==> src/rtl/unsigned_multiply_arbiter.sv <==
// unsigned_multiply_arbiter: round-robin front end that shares one
// external unsigned multiplier and returns products over a handshake.
module unsigned_multiply_arbiter #(
  parameter int NUM_REQ = 4,
  parameter int WIDTH   = 5,
  parameter int MUL_LAT = 1,
  parameter int ID_W    = $clog2(NUM_REQ)
) (
  input  logic                     clk,
  input  logic                     rst_n,
  input  logic [NUM_REQ-1:0]       req_valid,
  input  logic [NUM_REQ*WIDTH-1:0] req_a,
  input  logic [NUM_REQ*WIDTH-1:0] req_b,
  output logic [NUM_REQ-1:0]       req_ready,
  output logic [WIDTH-1:0]         mul_a,
  output logic [WIDTH-1:0]         mul_b,
  input  logic [2*WIDTH-1:0]       mul_p,
  output logic                     rsp_valid,
  input  logic                     rsp_ready,
  output logic [ID_W-1:0]          rsp_id,
  output logic [2*WIDTH-1:0]       rsp_data,
  output logic                     busy
);

  localparam int CNT_W = (MUL_LAT > 1) ? $clog2(MUL_LAT) : 1;

  typedef enum logic [1:0] {
    IDLE,
    CALC,
    RESP
  } state_t;

  state_t            state;
  state_t            state_nx;
  logic [ID_W-1:0]   ptr;
  logic [CNT_W-1:0]  cnt;
  logic [ID_W-1:0]   win;
  logic              any;
  logic              cnt_done;
  logic              last_id;
  int                idx;

  // Descending scan so the lowest offset from ptr is written last.
  always_comb begin
    win = '0;
    any = 1'b0;
    idx = 0;
    for (int k = NUM_REQ - 1; k >= 0; k--) begin
      idx = int'(ptr) + k;
      if (idx >= NUM_REQ) idx = idx - NUM_REQ;
      if (req_valid[idx]) begin
        win = ID_W'(idx);
        any = 1'b1;
      end
    end
  end

  assign cnt_done = (cnt == CNT_W'(MUL_LAT - 1));
  assign last_id  = (rsp_id == ID_W'(NUM_REQ - 1));
  assign busy     = (state != IDLE);

  // Gated by rst_n so no grant is shown while reset is held.
  always_comb begin
    req_ready = '0;
    if (state == IDLE && any && rst_n) req_ready[win] = 1'b1;
  end

  always_comb begin
    state_nx = state;
    unique case (state)
      IDLE: if (any) state_nx = CALC;
      CALC: if (cnt_done) state_nx = RESP;
      RESP: if (rsp_ready) state_nx = IDLE;
      default: state_nx = IDLE;
    endcase
  end

  always_ff @(posedge clk or negedge rst_n) begin
    if (!rst_n) begin
      state     <= IDLE;
      ptr       <= '0;
      cnt       <= '0;
      mul_a     <= '0;
      mul_b     <= '0;
      rsp_id    <= '0;
      rsp_data  <= '0;
      rsp_valid <= 1'b0;
    end else begin
      state <= state_nx;
      unique case (state)
        IDLE: begin
          if (any) begin
            mul_a  <= req_a[int'(win)*WIDTH +: WIDTH];
            mul_b  <= req_b[int'(win)*WIDTH +: WIDTH];
            rsp_id <= win;
            cnt    <= '0;
          end
        end
        CALC: begin
          cnt <= cnt + 1'b1;
          if (cnt_done) begin
            rsp_data  <= mul_p;
            rsp_valid <= 1'b1;
          end
        end
        RESP: begin
          if (rsp_ready) begin
            rsp_valid <= 1'b0;
            ptr       <= last_id ? '0 : rsp_id + 1'b1;
          end
        end
        default: ;
      endcase
    end
  end

endmodule

==> config.mk <==
export PLATFORM = sky130hd
export DESIGN_NAME = unsigned_multiply_arbiter
export DESIGN_NICKNAME = d
export VERILOG_FILES = /design/src/rtl/unsigned_multiply_arbiter.sv
export SDC_FILE = /design/constraint.sdc
export NUM_CORES = 1
export LEC_CHECK = 0
export ABC_AREA = 1
export CAP_MARGIN = 20
export CORE_MARGIN = 2
export CORE_UTILIZATION = 41
export DETAILED_ROUTE_END_ITERATION = 10
export GPL_ROUTABILITY_DRIVEN = 1
export PLACE_DENSITY = 0.83
export SETUP_SLACK_MARGIN = 0.3
export SYNTH_ARGS = -nofsm -noshare
export SYNTH_HDL_FRONTEND = slang
export SYNTH_SLANG_ARGS = --single-unit
==> constraint.sdc <==
create_clock -name clk -period 2.7 [get_ports clk]
set_clock_uncertainty 0.2 [all_clocks]
set_input_delay 0.54 -clock clk [delete_from_list [all_inputs] [get_ports clk]]
set_output_delay 0.54 -clock clk [all_outputs]
set_load 0.005 [all_outputs]
==> flow_metrics.py, run 1 <==
metrics = {
    "cts": {
        "clock_sinks": 28,
        "worstSkewPairLatency_ns": 0.27,
        "cts_buffers": 3,
        "path_clk_slew_ns": 0.09,
        "clockRootBuffer": "clkbuf_8",
        "htreeDepth": 1,
        "cts_tree": "done",
        "cts.path.max_buffers": 2,
    },
    "floorplan": {
        "fp.coreArea_um2": 4090,
        "dieArea_um2": 4880,
        "initial_utilization_pct": 43.5,
        "fp.dieH_um": 69.9,
        "die_x_um": 69.9,
        "ios": 85,
        "num_rows": 23,
    },
    "global_route": {
        "antenna_found_initial": 0,
        "grt_pass1_vias": 1841,
        "grt.total_usage_pct": 20.5,
        "grt_overflow": 0,
        "grt_max_degree": 29,
        "grt_pass1_wl_um": 8310,
    },
    "worst_setup_path": {
        "timing.rr.end": "mul_a[2]",
        "start_kind": "flip-flop",
        "reg2regPathDepth": 17,
        "cp.arrival_ns": 1.95,
        "worstSetupEndpointType": "primary output",
        "path_max_fanout": 7,
        "reg2reg_from": "ptr[0]",
        "worstSetupPathType": "flip-flop to primary output",
        "rrSetupSlack_ns": 0.41,
        "crit_required_ns": 1.96,
    },
    "final_layout": {
        "finalCoreUtilization_pct": 71.9,
        "nFillCells": 339,
        "final_common_cell": "nand2_1",
        "area_growth_pct": 65.3,
        "drive_gt1_share_pct": 22.5,
        "finalInstanceArea_um2": 2940,
        "diodes": 0,
        "nNetsFinal": 407,
        "layout_common_cells": "nand2_1 (96), clkdlybuf4s50_1 (76), dfrtp_1 (26)",
    },
    "min_path": {
        "whs_path_depth": 2,
        "worstHoldStart": "mul_a[4]",
        "min_path_type": "flip-flop to flip-flop",
        "min_to": "mul_a[4]",
    },
    "timing": {
        "layout_setup_ws_ns": 0.00814,
        "final_hold_viol_count": 0,
        "slew_headroom_pct": 69.3,
        "tns_ns": 0,
        "min_period_ns": 2.69,
        "rsz0062_at_grt": "yes",
        "fin_crit_sh_pct": 99.7,
        "drv_slew": 0,
        "whs_ns": 0.281,
        "setup_viol": 0,
        "clock.fmax_mhz": 371,
        "tightest_slew_ns": 0.459,
    },
    "route": {
        "ant_nets": 0,
        "drtIter0Drc": 119,
        "wl_per_cell_um": 13.5,
        "drc": 0,
        "wirelength_um": 5350,
        "first_pass_iters": 4,
        "via_per_inst": 4.83,
        "via_count": 1917,
    },
    "pwr": {
        "sw_frac_of_total_pct": 46.0,
        "power.internal_mw": 2.01,
        "p_seq_share_pct": 20.6,
        "p_comb_share_pct": 73.6,
        "pwr-share-clk_pct": 5.8,
        "p_leak_nw": 1.47,
        "netSwitchingPower_mw": 1.71,
        "peakVddDrop_v": 0.000674,
        "pwr_density_cell_nw_per_um2": 1270,
    },
    "job": {
        "maxCapViolCount": 0,
    },
    "yosys": {
        "syn_area_um2": 1780,
        "yosys_warnings": 0,
        "ys_ff_latch": 28,
        "synth_nets": 309,
        "ys_types": 22,
        "synthesis.instances": 251,
        "avgSynthCellArea_um2": 7.08,
        "seq_area_frac_synth_pct": 39.4,
    },
    "placement": {
        "dp_hpwl_um": 3740,
        "gp_congestion": 0.882,
        "pre_cts_slack_ns": -0.650,
        "port_buffers": 84,
        "dpl_cell_area_um2": 2700,
    },
    "status": {
        "status": "completed",
    },
}
## timing repair
action / in CTS / in global routing
resized for setup: 38 / 28
setup endpoints to repair: 4 / 14
buffers inserted: 6 / 2
pin swaps: 17 / 20
hold buffers: 0 / 0
## worst max-delay path, stage by stage, from the launching register on
cell	delay [ns]
dfrtp_2	0.49
clkinv_4	0.11
nand2_2	0.05
nand2_2	0.09
nand2_2	0.08
nand2_4	0.10
nor3_2	0.04
nand3_1	0.08
nand2_2	0.08
inv_2	0.09
nand2_4	0.09
nor3_4	0.22
buf_2	0.14
## flip-flops by register name, indices dropped and copies added (netlist names)
signal     cells
rsp_valid      1
mul_b          5
rsp_data      10
rsp_id         2
ptr            2
state          2
cnt            1
mul_a          5
## metrics by stage
step | total power, mW | instances
5_1_grt | 4.07 | 397
6_report | 3.72 | 397
3_5_place_dp | 3.10 | 386
4_1_cts | 3.53 | 395
2_1_floorplan | 2.23 | 251
3_3_place_gp | 3.04 | 386
## Yosys cell counts, drive strengths merged
master	instances	area share, %
o21bai	1	0.63
a21oi	3	0.84
nor3	5	1.4
mux2	10	6.3
nand2	118	26
o31ai	1	0.42
clkbuf	1	0.21
dfrtp	28	39
ha	1	0.70
nor2	7	1.5
nand3	26	7.3
nand3b	10	4.2
o21ai	5	1.6
inv	24	5.2
buf	11	4.4
## routing by layer
layer	vias to the layer above	part of all wire [%]	track usage, %
met5	-	0	0
met4	0	1.4	3.85
met3	8	8.1	5.19
met1	857	44	27.0
met2	76	47	34.5
li1	976	-	-
## power by group through the flow
stage	Clock (mW)	Sequential, mW	Combinational, mW
6_report	0.214	0.765	2.74
5_1_grt	0.238	0.786	3.04
4_1_cts	0.224	0.769	2.54
3_5_place_dp	0	0.774	2.32
3_3_place_gp	0	0.761	2.28
2_1_floorplan	0	0.761	1.47
## cell type report
cell class              count  area [um^2]  area share [%]
multi-input cells         187         1050            35.8
repair buffers            105          981            33.4
flip-flops and latches     28          703            23.9
inverters                  24         97.6            3.32
well taps                  50         62.6            2.13
clock buffers               3         41.3            1.40
## cell families (layout without fill, tap and decap cells)
kind of cell               after synthesis  count (layout)  synth area share [%]
AOI/OAI and AO/OA                       10              10                  3.52
and+or+nand+nor                        166             166                  40.2
muxes                                   10              10                  6.33
DFF                                     28              28                  39.4
buffers and inverters                   36             132                  9.85
adders and majority gates                1               1                 0.704
## how the worst max path moves through the flow
stage / from / endpoint / slack (ns) / cells after the start
floorplan: req_valid[1] / req_ready[1] / 0.44 / 12
global placement: req_valid[0] / req_ready[3] / -0.65 / 12
detailed placement: req_valid[0] / req_ready[1] / -0.65 / 12
CTS: ptr[0] / req_ready[1] / 0.01 / 12
global route: ptr[0] / req_ready[1] / -0.10 / 12
finish: ptr[0] / req_ready[1] / 0.008 / 12
Note: power is estimated with default switching activity, not from simulation.
==> run 2, diff against run 1 <==
--- a/config.mk
+++ b/config.mk
@@ -7,11 +7,14 @@
 export LEC_CHECK = 0
 export ABC_AREA = 1
 export CAP_MARGIN = 20
+export CELL_PAD_IN_SITES_DETAIL_PLACEMENT = 1
+export CELL_PAD_IN_SITES_GLOBAL_PLACEMENT = 2
 export CORE_MARGIN = 2
-export CORE_UTILIZATION = 41
+export CORE_UTILIZATION = 21
 export DETAILED_ROUTE_END_ITERATION = 10
 export GPL_ROUTABILITY_DRIVEN = 1
-export PLACE_DENSITY = 0.83
+export GPL_TIMING_DRIVEN = 0
+export PLACE_DENSITY = 0.82
 export SETUP_SLACK_MARGIN = 0.3
 export SYNTH_ARGS = -nofsm -noshare
 export SYNTH_HDL_FRONTEND = slang
==> run 2 against run 1 <==
Net effect:
- the run now ends with setup timing left
- total power is 12% higher
- cell count is 16% higher
- critical endpoint unchanged
- final area is 7.8% higher
- non-clock buffer count is 8 higher
- largest cell class is now buffers
- via count is 4.8% higher
- sequential share of layout area is 1.8 points lower
- die area is 89% higher
==> flow_metrics.py, run 2 (synthesized netlist as in run 1, its figures left out) <==
metrics = {
    "cts": {
        "cts_buffers": 3,
        "worstSkewPairLatency_ns": 0.27,
        "clock_sinks": 28,
        "htreeDepth": 1,
        "cts.path.max_buffers": 2,
        "cts_tree": "done",
        "clockRootBuffer": "clkbuf_8",
        "path_clk_slew_ns": 0.10,
    },
    "placement": {
        "port_buffers": 84,
        "dp_hpwl_um": 4710,
        "pre_cts_slack_ns": -0.890,
        "gp_congestion": 0.808,
        "dp_cells": 441,
    },
    "route": {
        "ant_nets": 0,
        "wl_met1_um": 2820,
        "wl_per_cell_um": 13.8,
        "drtIter0Drc": 31,
        "first_pass_iters": 4,
        "dr_wl_met2_um": 3090,
        "via_per_inst": 4.36,
        "wl_met3_um": 396,
        "topRoutingLayerUsed": "met4",
        "drc": 0,
        "wirelength_um": 6370,
        "via_count": 2009,
    },
    "final_layout": {
        "layout_common_cells": "nand2_1 (91), clkdlybuf4s50_1 (75), dfrtp_1 (27)",
        "drive_gt1_share_pct": 26.1,
        "final_common_cell": "nand2_1",
        "regMostFlops": "rsp_data",
        "area_growth_pct": 78.2,
        "largest_reg_flops": 10,
        "nNetsFinal": 415,
        "layout.cells.non_filler": 461,
        "finalCoreUtilization_pct": 38.6,
        "nFillCells": 1009,
        "reg.largest.list": "rsp_data: 10 flops, mul_a: 5 flops, mul_b: 5 flops",
        "diodes": 0,
    },
    "global_route": {
        "grt_overflow": 0,
        "grt_max_degree": 17,
        "antenna_found_initial": 0,
        "grt.total_usage_pct": 13.4,
        "grt_pass1_vias": 2083,
        "grt_pass1_wl_um": 9740,
    },
    "worst_setup_path": {
        "critical_path.cell_chain": "buf_6, inv_8, nand2_2, nand3_4, nand2_4, inv_2, nor2_2, nor2_1, nand2_2, nand2_4, buf_8, inv_8, nor3_4, buf_2",
        "worstSetupPathType": "flip-flop to primary output",
        "cp_num_cells": 14,
        "crit_family": "simple AND/OR/NAND/NOR gates",
        "path_max_fanout": 8,
        "crit_buf_inv": 6,
        "rrSetupSlack_ns": 0.38,
        "slowest_delay_ns": 0.38,
        "reg2reg_from": "ptr[0]",
        "timing.rr.end": "mul_b[3]",
        "slowest_stage": "dfrtp_1",
        "crit_required_ns": 1.96,
        "reg2regPathDepth": 18,
        "worstSetupEndpointType": "primary output",
        "cp.arrival_ns": 2.05,
        "start_kind": "flip-flop",
    },
    "timing": {
        "setup_viol": 3,
        "tightest_slew_ns": 0.828,
        "fin_crit_sh_pct": 103,
        "layout_setup_ws_ns": -0.0854,
        "min_period_ns": 2.79,
        "final_hold_viol_count": 0,
        "drv_slew": 0,
        "rsz0062_at_grt": "yes",
        "slew_headroom_pct": 44.8,
        "clock.fmax_mhz": 359,
    },
    "floorplan": {
        "num_rows": 33,
        "fp.coreArea_um2": 8220,
        "dieArea_um2": 9220,
        "fp.dieH_um": 96.0,
        "ios": 85,
        "initial_utilization_pct": 21.6,
        "die_x_um": 96.0,
    },
    "min_path": {
        "min_path_type": "input port to asynchronous set/reset pin",
    },
    "pwr": {
        "peakVddDrop_v": 0.000435,
        "p_leak_nw": 1.53,
        "power_mw": 4.18,
        "pwr_density_cell_nw_per_um2": 1320,
    },
    "job": {
        "maxCapViolCount": 0,
    },
    "status": {
        "status": "finished, violations left",
        "violations": "setup timing",
    },
}
run 2: cell types whose count changed in the layout (fill, tap and decap cells not counted), moves of 2 or more:
| cell | previous run | this run |
|---|---|---|
| nand2_2 | 13 | 20 |
| nand2_1 | 96 | 91 |
| buf_4 | 19 | 15 |
| buf_2 | 4 | 7 |
| buf_6 | 2 | 5 |
| buf_8 | 0 | 3 |
| inv_8 | 0 | 2 |
| nand2_4 | 9 | 7 |
| nand3_4 | 0 | 2 |
| nor2_1 | 7 | 5 |
| nor2_2 | 0 | 2 |
run 2: what timing repair did:
action,4_1_cts,5_1_grt
gates resized for setup,56,31
pin swaps,20,17
endpoints found under the hold margin,0,0
endpoints found under the setup margin,4,8
hold buffers,0,0
buffers inserted,13,3
run 2: final cells by class:
cell class / count / area (um^2) / share of cell area, %
Multi-Input combinational cell: 187 / 1070 / 33.9
Sequential cell: 28 / 702 / 22.2
Inverter: 24 / 108 / 3.40
Buffer: 12 / 113 / 3.55
Clock buffer: 3 / 41.3 / 1.30
Timing Repair Buffer: 101 / 970 / 30.6
Clock inverter: 1 / 30.0 / 0.948
Tap cell: 105 / 131 / 4.15
run 2: per-layer routing:
| metal | vias up | global-route usage [%] |
|---|---|---|
| li1 | 998 | - |
| met1 | 953 | 16.7 |
| met2 | 52 | 23.4 |
| met3 | 6 | 3.29 |
| met4 | 0 | 2.62 |
| met5 | - | 0 |
run 2: worst max path at each step:
stage	from	end
4_1_cts	ptr[0]	req_ready[1]
6_report	ptr[0]	req_ready[1]
3_5_place_dp	req_valid[2]	req_ready[1]
2_1_floorplan	req_valid[1]	req_ready[1]
5_1_grt	ptr[0]	req_ready[1]
3_3_place_gp	rst_n	req_ready[1]
run 2: through the flow:
| step | TNS, ns | cell area (um^2) | hold slack (ns) |
|---|---|---|---|
| floorplan | 0 | 1780 | 0.0444 |
| global placement | -4.60 | 2750 | 0.265 |
| detailed placement | -2.94 | 2780 | 0.273 |
| CTS | -0.0264 | 3030 | 0.285 |
| global route | -0.562 | 3170 | 0.306 |
| finish | -0.117 | 3170 | 0.265 |
run 2: where the power goes:
| group | switching [mW] | total [mW] | internal [mW] |
|---|---|---|---|
| combinational | 1.62 | 3.09 | 1.47 |
| sequential | 0.120 | 0.756 | 0.636 |
| clock | 0.131 | 0.329 | 0.198 |
| total | 1.87 | 4.18 | 2.31 |
